File: config.mk
export PLATFORM = sky130hd
export DESIGN_NAME = clock_tick_ctrl_flat
export DESIGN_NICKNAME = d
export VERILOG_FILES = /design/src/rtl/clock_pkg.sv /design/src/rtl/clock_tick_ctrl_if.sv /design/src/rtl/clock_tick_ctrl_btn_edge.sv /design/src/rtl/clock_tick_ctrl.sv /design/src/flat_wrapper.sv
export SDC_FILE = /design/constraint.sdc
export NUM_CORES = 1
export LEC_CHECK = 0
export BUFFER_PORTS_ARGS = -buffer_cell sky130_fd_sc_hd__buf_2
export CORE_ASPECT_RATIO = 1.1
export CORE_MARGIN = 2
export CORE_UTILIZATION = 30
export DETAILED_ROUTE_END_ITERATION = 10
export PLACE_DENSITY_LB_ADDON = 0.12
export SLEW_MARGIN = 20
export SYNTH_ARGS = -nofsm -noshare
export SYNTH_HDL_FRONTEND = slang
export SYNTH_HIERARCHICAL = 1
export SYNTH_SLANG_ARGS = --single-unit
File: constraint.sdc
create_clock -name clk -period 3.3 [get_ports clk]
set_input_delay 0.495 -clock clk [delete_from_list [all_inputs] [get_ports clk]]
set_output_delay 0.495 -clock clk [all_outputs]
set_load 0.005 [all_outputs]
File: src/rtl/clock_pkg.sv
// Shared types and constants for the digital-clock sequencer and the
// counter chain it drives.
package clock_pkg;

  typedef enum logic [1:0] {
    RUN     = 2'd0,
    SET_MIN = 2'd1,
    SET_HR  = 2'd2,
    SET_DAY = 2'd3
  } mode_t;

  // Moduli for the external counters; the sequencer itself only sees their max flags.
  localparam int SEC_MOD = 60;
  localparam int MIN_MOD = 60;
  localparam int HR_MOD  = 24;
  localparam int DAY_MOD = 7;

endpackage

File: src/rtl/clock_tick_ctrl_if.sv
// Strobe/flag bundle between the tick sequencer (master) and the
// counter chain (slave).
interface clock_tick_ctrl_if;
  // Each *_en and sec_clr is a one-cycle, clk-qualified strobe; each *_max is a
  // level that is only looked at in the cycle a strobe is high. There is no back-pressure.
  logic sec_max;
  logic min_max;
  logic hr_max;
  logic sec_en;
  logic min_en;
  logic hr_en;
  logic day_en;
  logic sec_clr;

  modport master (
    input  sec_max, min_max, hr_max,
    output sec_en, min_en, hr_en, day_en, sec_clr
  );

  modport slave (
    output sec_max, min_max, hr_max,
    input  sec_en, min_en, hr_en, day_en, sec_clr
  );
endinterface

File: src/rtl/clock_tick_ctrl_btn_edge.sv
// Two-flop synchronizer for a raw button plus a registered rising-edge pulse;
// a held button yields one pulse, three posedges after it is first sampled high.
module btn_edge (
  input  logic clk,
  input  logic rst,
  input  logic btn_in,
  output logic pulse
);
  logic sync1;
  logic sync2;
  logic prev;

  always_ff @(posedge clk or posedge rst) begin
    if (rst) begin
      sync1 <= 1'b0;
      sync2 <= 1'b0;
      prev  <= 1'b0;
      pulse <= 1'b0;
    end else begin
      sync1 <= btn_in;
      sync2 <= sync1;
      prev  <= sync2;
      pulse <= sync2 & ~prev;
    end
  end
endmodule

File: src/rtl/clock_tick_ctrl.sv
// Digital-clock sequencer: prescales clk into a seconds tick, ripples carries
// through the counter max flags, and runs the button-driven set-time FSM.
module clock_tick_ctrl
  import clock_pkg::*;
#(
  parameter int unsigned TICK_DIV    = 1_000_000,
  parameter int unsigned SET_TIMEOUT = 10_000_000
) (
  input  logic              clk,
  input  logic              rst,
  input  logic              mode_btn,
  input  logic              adv_btn,
  clock_tick_ctrl_if.master cnt,
  output mode_t             mode
);
  localparam int PRE_W = $clog2(TICK_DIV);
  localparam int TO_W  = $clog2(SET_TIMEOUT);

  localparam logic [1:0] ST_RUN     = 2'd0;
  localparam logic [1:0] ST_SET_MIN = 2'd1;
  localparam logic [1:0] ST_SET_HR  = 2'd2;
  localparam logic [1:0] ST_SET_DAY = 2'd3;

  logic [1:0]       state_q;
  logic [1:0]       state_d;
  logic [PRE_W-1:0] pre_q;
  logic [TO_W-1:0]  to_q;
  logic             clr_q;
  logic             mode_p;
  logic             adv_p;
  logic             in_run;
  logic             tick;
  logic             timeout;
  logic             adv_ok;

  btn_edge u_mode_edge (.clk(clk), .rst(rst), .btn_in(mode_btn), .pulse(mode_p));
  btn_edge u_adv_edge  (.clk(clk), .rst(rst), .btn_in(adv_btn),  .pulse(adv_p));

  assign in_run  = (state_q == ST_RUN);
  assign tick    = in_run && (pre_q == PRE_W'(TICK_DIV - 1));
  assign timeout = !in_run && (to_q == TO_W'(SET_TIMEOUT - 1));
  // A mode press in the same cycle as an advance press swallows the advance.
  assign adv_ok  = adv_p & ~mode_p;

  always_comb begin
    state_d = state_q;
    if (mode_p)       state_d = state_q + 2'd1;
    else if (timeout) state_d = ST_RUN;
  end

  always_ff @(posedge clk or posedge rst) begin
    if (rst) begin
      state_q <= ST_RUN;
      pre_q   <= '0;
      to_q    <= '0;
      clr_q   <= 1'b0;
    end else begin
      state_q <= state_d;
      // Held at zero outside RUN so the first tick after returning is a full period away.
      if (!in_run || tick) pre_q <= '0;
      else                 pre_q <= pre_q + 1'b1;
      if (in_run || mode_p || adv_p) to_q <= '0;
      else                           to_q <= to_q + 1'b1;
      clr_q <= in_run && (state_d == ST_SET_MIN);
    end
  end

  assign cnt.sec_en  = tick;
  assign cnt.min_en  = (tick & cnt.sec_max)
                     | ((state_q == ST_SET_MIN) & adv_ok);
  assign cnt.hr_en   = (tick & cnt.sec_max & cnt.min_max)
                     | ((state_q == ST_SET_HR) & adv_ok);
  assign cnt.day_en  = (tick & cnt.sec_max & cnt.min_max & cnt.hr_max)
                     | ((state_q == ST_SET_DAY) & adv_ok);
  assign cnt.sec_clr = clr_q;
  assign mode        = mode_t'(state_q);

endmodule

File: src/flat_wrapper.sv
// flat-port wrapper written by rule: the top's interface ports become plain ports
module clock_tick_ctrl_flat import clock_pkg::*;
#(
  parameter int unsigned TICK_DIV    = 1_000_000,
  parameter int unsigned SET_TIMEOUT = 10_000_000
)
  (clk, rst, mode_btn, adv_btn, mode, cnt_sec_max, cnt_min_max, cnt_hr_max, cnt_sec_en, cnt_min_en, cnt_hr_en, cnt_day_en, cnt_sec_clr);
  clock_tick_ctrl_if cnt_i ();
  input  logic clk;
  input  logic rst;
  input  logic mode_btn;
  input  logic adv_btn;
  output mode_t mode;
  input wire logic [$bits(cnt_i.sec_max)-1:0] cnt_sec_max;
  input wire logic [$bits(cnt_i.min_max)-1:0] cnt_min_max;
  input wire logic [$bits(cnt_i.hr_max)-1:0] cnt_hr_max;
  output wire logic [$bits(cnt_i.sec_en)-1:0] cnt_sec_en;
  output wire logic [$bits(cnt_i.min_en)-1:0] cnt_min_en;
  output wire logic [$bits(cnt_i.hr_en)-1:0] cnt_hr_en;
  output wire logic [$bits(cnt_i.day_en)-1:0] cnt_day_en;
  output wire logic [$bits(cnt_i.sec_clr)-1:0] cnt_sec_clr;
  assign cnt_i.sec_max = cnt_sec_max;
  assign cnt_i.min_max = cnt_min_max;
  assign cnt_i.hr_max = cnt_hr_max;
  assign cnt_sec_en = cnt_i.sec_en;
  assign cnt_min_en = cnt_i.min_en;
  assign cnt_hr_en = cnt_i.hr_en;
  assign cnt_day_en = cnt_i.day_en;
  assign cnt_sec_clr = cnt_i.sec_clr;
  clock_tick_ctrl #(.TICK_DIV(TICK_DIV), .SET_TIMEOUT(SET_TIMEOUT)) u_core (.clk(clk), .rst(rst), .mode_btn(mode_btn), .adv_btn(adv_btn), .cnt(cnt_i), .mode(mode));
endmodule
# Word-level counts from Yosys, hierarchy flattened
# Index checks and enable logic that the tools add are counted.
# Widths: inputs -> output; s select.
totals:
  rom_bits: 0
  out_inout_bits: 7
  mem_bits_rw: 0
  ff_bits: 55
  mem_count: 0
  latchBits: 0
classes:
  n_eq_ne: 6
  bitwise_logic: 15
  div_mod_pow: 0
  shifts: 0
  n_reduce_logical: 8
  mux: 4
  n_lt_le_gt_ge: 0
  n_mul: 0
  addsub: 3
ops:
  columns: ["cell", "n"]
  rows:
  - ["$add 24x1->24 const B", 1]
  - ["$eq 24x24->1 const B", 1]
  - ["$mux 24", 1]
  - ["$add 20x1->20 const B", 1]
  - ["$eq 20x20->1 const B", 1]
  - ["$mux 20", 1]
  - ["$and 1x1->1", 9]
  - ["$eq 2x1->1 const B", 2]
  - ["$eq 2x2->1 const B", 2]
  - ["$mux 2", 2]
  - ["$logic_and 1x1->1", 3]
  - ["$logic_or 1x1->1", 3]
  - ["$not 1->1", 3]
  - ["$or 1x1->1", 3]
  - ["$add 2x1->2 const B", 1]
  - ["$logic_not 2->1", 1]
  - ["$logic_not 1->1", 1]

# Logic depth before layout (Yosys ltp)
logic_depth:
  depth_word: 7
  ltp_mapped: 6
  ltp_nobuf: 6

# Hierarchy
# The synthesis kept the hierarchy.
modules_own_cells:
  columns: ["module", "area_per_inst_um2", "cells_each", "instances"]
  rows:
  - ["clock_tick_ctrl", 2519.9, 268, 1]
  - ["btn_edge", 117.6, 6, 2]

# Worst setup path after synthesis
# OpenSTA, ideal clock, no wires.
synth_timing:
  kind: "reg-to-output"
  startpoint: "register u_core.pre_q[0]"
  endpoint: "output port cnt_hr_en"
  stages_incl_launch_ff: 6
  t_required_ps: 2805
  setup_slack_ps: 1097
  arrival_ps: 1708
  n_path_buf: 0
  path_cell_list: "dfrtp_1 > ha_1 > nand2_1 > or4_1 > nor3_2 > a32o_1"
synth_between:
  elab_chain_cells: 5
synth_lines:
  columns: ["item", "line_no", "text"]
  rows:
  - ["start, declared", "clock_tick_ctrl.sv:26", "logic [PRE_W-1:0] pre_q;"]
  - ["start signal, assigned", "clock_tick_ctrl.sv:61", "else pre_q <= pre_q + 1'b1;"]
  - ["$eq 20x20->1", "clock_tick_ctrl.sv:40", "assign tick = in_run && (pre_q == PRE_W'(TICK_DIV - 1));"]
  - ["$logic_and 1x1->1", "clock_tick_ctrl.sv:40", null]
  - ["via cnt_sec_en", "flat_wrapper.sv:17", "output wire logic [$bits(cnt_i.sec_en)-1:0] cnt_sec_en;"]
  - ["$and 1x1->1 (2 in series)", "clock_tick_ctrl.sv:71", "assign cnt.hr_en = (tick & cnt.sec_max & cnt.min_max)"]
  - ["$or 1x1->1", "clock_tick_ctrl.sv:72", "| ((state_q == ST_SET_HR) & adv_ok);"]
  - ["end, declared", "flat_wrapper.sv:19", "output wire logic [$bits(cnt_i.hr_en)-1:0] cnt_hr_en;"]
# The timed path passes the listed nets, and every way through them passes these cells.

# Worst setup path after layout
layout_timing:
  startpoint: "register u_core.pre_q[2]"
  endpoint: "output port cnt_hr_en"
layout_between:
  elab_chain_cells: 5
layout_lines:
  columns: ["item", "line_no"]
  rows:
  - ["$eq 20x20->1", "clock_tick_ctrl.sv:40"]
  - ["$logic_and 1x1->1", "clock_tick_ctrl.sv:40"]
  - ["$and 1x1->1 (2 in series)", "clock_tick_ctrl.sv:71"]
  - ["$or 1x1->1", "clock_tick_ctrl.sv:72"]
# No other way between the ends.

==> out/qor.json <==
{
  "pwr": {
    "power_switching_w": 0.000404,
    "seqPwrFrac": 0.531,
    "worst_ir_drop_vdd_mv": 0.192,
    "internal_power_component_w": 0.00100,
    "share_clk_of_total_power": 0.330,
    "power_switching_share": 0.287,
    "power.leakage_nw": 1.21,
    "p_per_area_nw_per_um2": 462,
    "finalPower_w": 0.00141,
    "power.combinational.fraction": 0.138
  },
  "clocking": {
    "post-cts-setup-buffer-count": 0,
    "clock_tree_from_tritoncts": "built",
    "cts_num_sinks": 55,
    "cts-hold-fix-buffers": 0,
    "cts.repair.resized": 0,
    "max-clock-path-buffers": 2,
    "cts-buffers-inserted": 5,
    "clock_tree.htree_level_count": 2,
    "clk_latency_ns": 0.32,
    "cts_root_buffer": "sky130_fd_sc_hd__clkbuf_8",
    "clk_transition_reported_paths_ns": 0.11
  },
  "worst_setup_path": {
    "worst_path_dominant_cell_family": "simple AND/OR/NAND/NOR gates",
    "critical_path.startpoint_type": "flop",
    "critical_path_required_ns": 2.80,
    "origin_of_the_critical_flop_to_flop_path": "u_core/pre_q[2]$_DFF_PP0_",
    "cp_num_cells": 5,
    "setup.worst_path.start": "u_core/pre_q[2]$_DFF_PP0_",
    "cp_slowest_cell": "sky130_fd_sc_hd__or4_1",
    "path_cells": "nand3_1 -> or4_1 -> nor3_2 -> a32o_1 -> buf_2",
    "reg2reg_setup_slack_ns": 0.94,
    "criticalPathCategory": "flop to primary output",
    "setup.worst_path.end_class": "primary output",
    "critical_path.reg2reg.endpoint": "u_core/pre_q[5]$_DFF_PP0_",
    "timing.critical_path.buf_inv": 1,
    "rr_worst_depth": 5,
    "worstPathMaxFanout": 13,
    "crit_end": "cnt_hr_en",
    "cp.arrival_ns": 2.41,
    "max_stage_delay_ns": 0.69
  },
  "floorplan": {
    "die_area_um2": 9970,
    "dieHeight_um": 105,
    "rows": 36,
    "core_region_area_um2": 8870,
    "floorplan.initialDensity": 0.310,
    "die_width_um": 95.4,
    "boundary_pins": 14
  },
  "yosys": {
    "synth-edff-count": 0,
    "synth-seq-cells": 55,
    "synth.lib_cells_used.distinct": 38,
    "avgSynthCellArea_um2": 9.84,
    "synthArstFlopShare": 1.00,
    "synth.yosys.seq_area_share": 0.500,
    "flip_flop_cell_with_the_highest_count_after_synthesis": "sky130_fd_sc_hd__dfrtp_1",
    "ys_warn_count": 6,
    "syn_nets": 293,
    "synthesis.area_um2": 2760,
    "post_synth_inst_count": 280
  },
  "timing": {
    "timing_worst_slew_pin_value_ns": 0.864,
    "clock-skew-final_ns": 0.0138,
    "final-setup-viol-count": 0,
    "final_min_period_over_clock_period": 0.881,
    "drv_slew": 0,
    "finalHoldViolCount": 0,
    "min_period_ns": 2.91,
    "maxClockFrequency_ghz": 0.344,
    "maxSlewHeadroom": 0.424,
    "rsz0062_at_grt": "no",
    "final.setup.tns_ns": 0
  },
  "placed_design": {
    "post_dp_cell_area_um2": 2930,
    "place.port_buffers": 13,
    "dp_hpwl_um": 3840,
    "routabilityCongestion": 0.776
  },
  "drt": {
    "drt_first_iter_violations": 61,
    "drt_wl_total_um": 5630,
    "final_antenna_net_count": 0,
    "via_per_inst": 5.02,
    "wl_per_cell_um": 13.9,
    "route.detailed.drc": 0,
    "routed-via-count": 2038,
    "drt_pre_antenna_iters": 6
  },
  "status": {
    "run_status": "completed"
  },
  "grt": {
    "maximum_number_of_pins_on_one_net_before_global_route_repair": 48,
    "grt_pass1_wl_um": 9880,
    "grt_pass1_vias": 1996,
    "grt_antenna_before_repair": 0,
    "grt_overflow_total": 0,
    "grtUsageTotal": 0.124
  },
  "finish": {
    "synthToLayoutAreaGrowth_pct": 10.6,
    "final_cell_area_um2": 3050,
    "drive_gt1_frac": 0.110,
    "antenna_cells": 0,
    "fin_nets": 304
  },
  "flow_run": {
    "maxCapViolations": 0
  },
  "hold_path": {
    "holdCritPathClass": "primary input to asynchronous set/reset pin"
  }
}
power by group through the flow:
stage	Clock, W	Combinational, W	Sequential, W
finish	0.000465	0.000195	0.000748
global route	0.000517	0.000227	0.000756
CTS	0.000487	0.000200	0.000748
detailed placement	0	0.000200	0.000762
global placement	0	0.000202	0.000760
floorplan	0	0.000140	0.000754
cells in the final DEF (no fill, tap or decap), drive strengths merged, types with 12 or more instances in the layout:
master,netlist,routed
nand2,19,19
nand3,18,18
xnor2,18,18
or4,12,12
dfrtp,55,55
inv,12,12
nor2,35,35
nand4,12,12
a21oi,14,14
buf,2,14
stage by stage:
| step | cells | setup WS (ns) | util | hold slack [ns] |
|---|---|---|---|---|
| 2_1_floorplan | 280 | 1.10 | - | 0.261 |
| 3_3_place_gp | 398 | 0.818 | 0.330 | 0.337 |
| 6_report | 406 | 0.392 | 0.343 | 0.0554 |
| 5_1_grt | 406 | 0.231 | 0.343 | 0.0550 |
| 4_1_cts | 406 | 0.384 | 0.343 | 0.0443 |
| 3_5_place_dp | 398 | 0.738 | 0.330 | 0.340 |
per-layer routing:
layer	up-vias	part of all wire	GRT usage
li1	1026	-	-
met1	985	0.49	0.171
met2	20	0.47	0.191
met3	7	0.019	0.0261
met4	0	0.017	0.0418
met5	-	0	0
synthesized netlist by cell type (2+ instances only):
library cell	instances	share of area
sky130_fd_sc_hd__a21oi_1	13	0.024
sky130_fd_sc_hd__a22o_1	2	0.0064
sky130_fd_sc_hd__and2_1	3	0.0068
sky130_fd_sc_hd__and3_1	4	0.0091
sky130_fd_sc_hd__and4_1	4	0.013
sky130_fd_sc_hd__buf_2	2	0.0036
sky130_fd_sc_hd__clkbuf_1	8	0.011
sky130_fd_sc_hd__dfrtp_1	55	0.50
sky130_fd_sc_hd__ha_1	6	0.027
sky130_fd_sc_hd__inv_1	12	0.016
sky130_fd_sc_hd__nand2_1	19	0.026
sky130_fd_sc_hd__nand3_1	18	0.033
sky130_fd_sc_hd__nand4_1	11	0.025
sky130_fd_sc_hd__nor2_1	35	0.048
sky130_fd_sc_hd__nor2b_4	2	0.010
sky130_fd_sc_hd__nor3_1	6	0.011
sky130_fd_sc_hd__nor4_1	9	0.020
sky130_fd_sc_hd__nor4b_1	2	0.0064
sky130_fd_sc_hd__o21ai_0	5	0.0091
sky130_fd_sc_hd__o31ai_1	11	0.030
sky130_fd_sc_hd__or3_1	3	0.0068
sky130_fd_sc_hd__or4_1	11	0.030
sky130_fd_sc_hd__xnor2_1	18	0.057
sky130_fd_sc_hd__xor2_1	7	0.022
final cells by class:
cell class	instances	area (µm²)
repair buffers	14	72.6
clock inverters	3	47.5
well taps	114	143
clock buffers	5	68.8
fillers	895	5830
flip-flops and latches	55	1380
multi-input cells	203	1290
inverters	12	46.3
flip-flops by register name, summed over array words and instances, names as in the netlist:
| name | flops |
|---|---|
| u_core/to_q | 24 |
| u_core/mode | 2 |
| u_core/u_adv_edge/sync2 | 1 |
| u_core/u_adv_edge/sync1 | 1 |
| u_core/cnt.sec_clr | 1 |
| u_core/u_mode_edge/sync1 | 1 |
| u_core/u_mode_edge/pulse | 1 |
| u_core/u_adv_edge/pulse | 1 |
| u_core/u_mode_edge/prev | 1 |
| u_core/u_mode_edge/sync2 | 1 |
| u_core/u_adv_edge/prev | 1 |
| u_core/pre_q | 20 |
worst min path at each step:
stage | start | end | cells past startpoint
2_1_floorplan | rst | u_core/u_adv_edge/prev$_DFF_PP0_ | 1
3_3_place_gp | u_core/u_adv_edge/sync1$_DFF_PP0_ | u_core/u_adv_edge/sync2$_DFF_PP0_ | 0
3_5_place_dp | u_core/u_adv_edge/sync1$_DFF_PP0_ | u_core/u_adv_edge/sync2$_DFF_PP0_ | 0
4_1_cts | rst | u_core/u_mode_edge/sync1$_DFF_PP0_ | 2
5_1_grt | rst | u_core/u_adv_edge/sync2$_DFF_PP0_ | 2
6_report | rst | u_core/u_mode_edge/pulse$_DFF_PP0_ | 2
cells by family after synthesis:
group	after synthesis	synth area share
AND/OR/NAND/NOR	135	0.275
flip-flops	55	0.500
AO/OA/AOI/OAI	37	0.0881
buffers and inverters	22	0.0309
adder cells (fa/ha/maj)	6	0.0272
XOR/XNOR	25	0.0795
No activity file was read; power rests on OpenSTA's default activity.
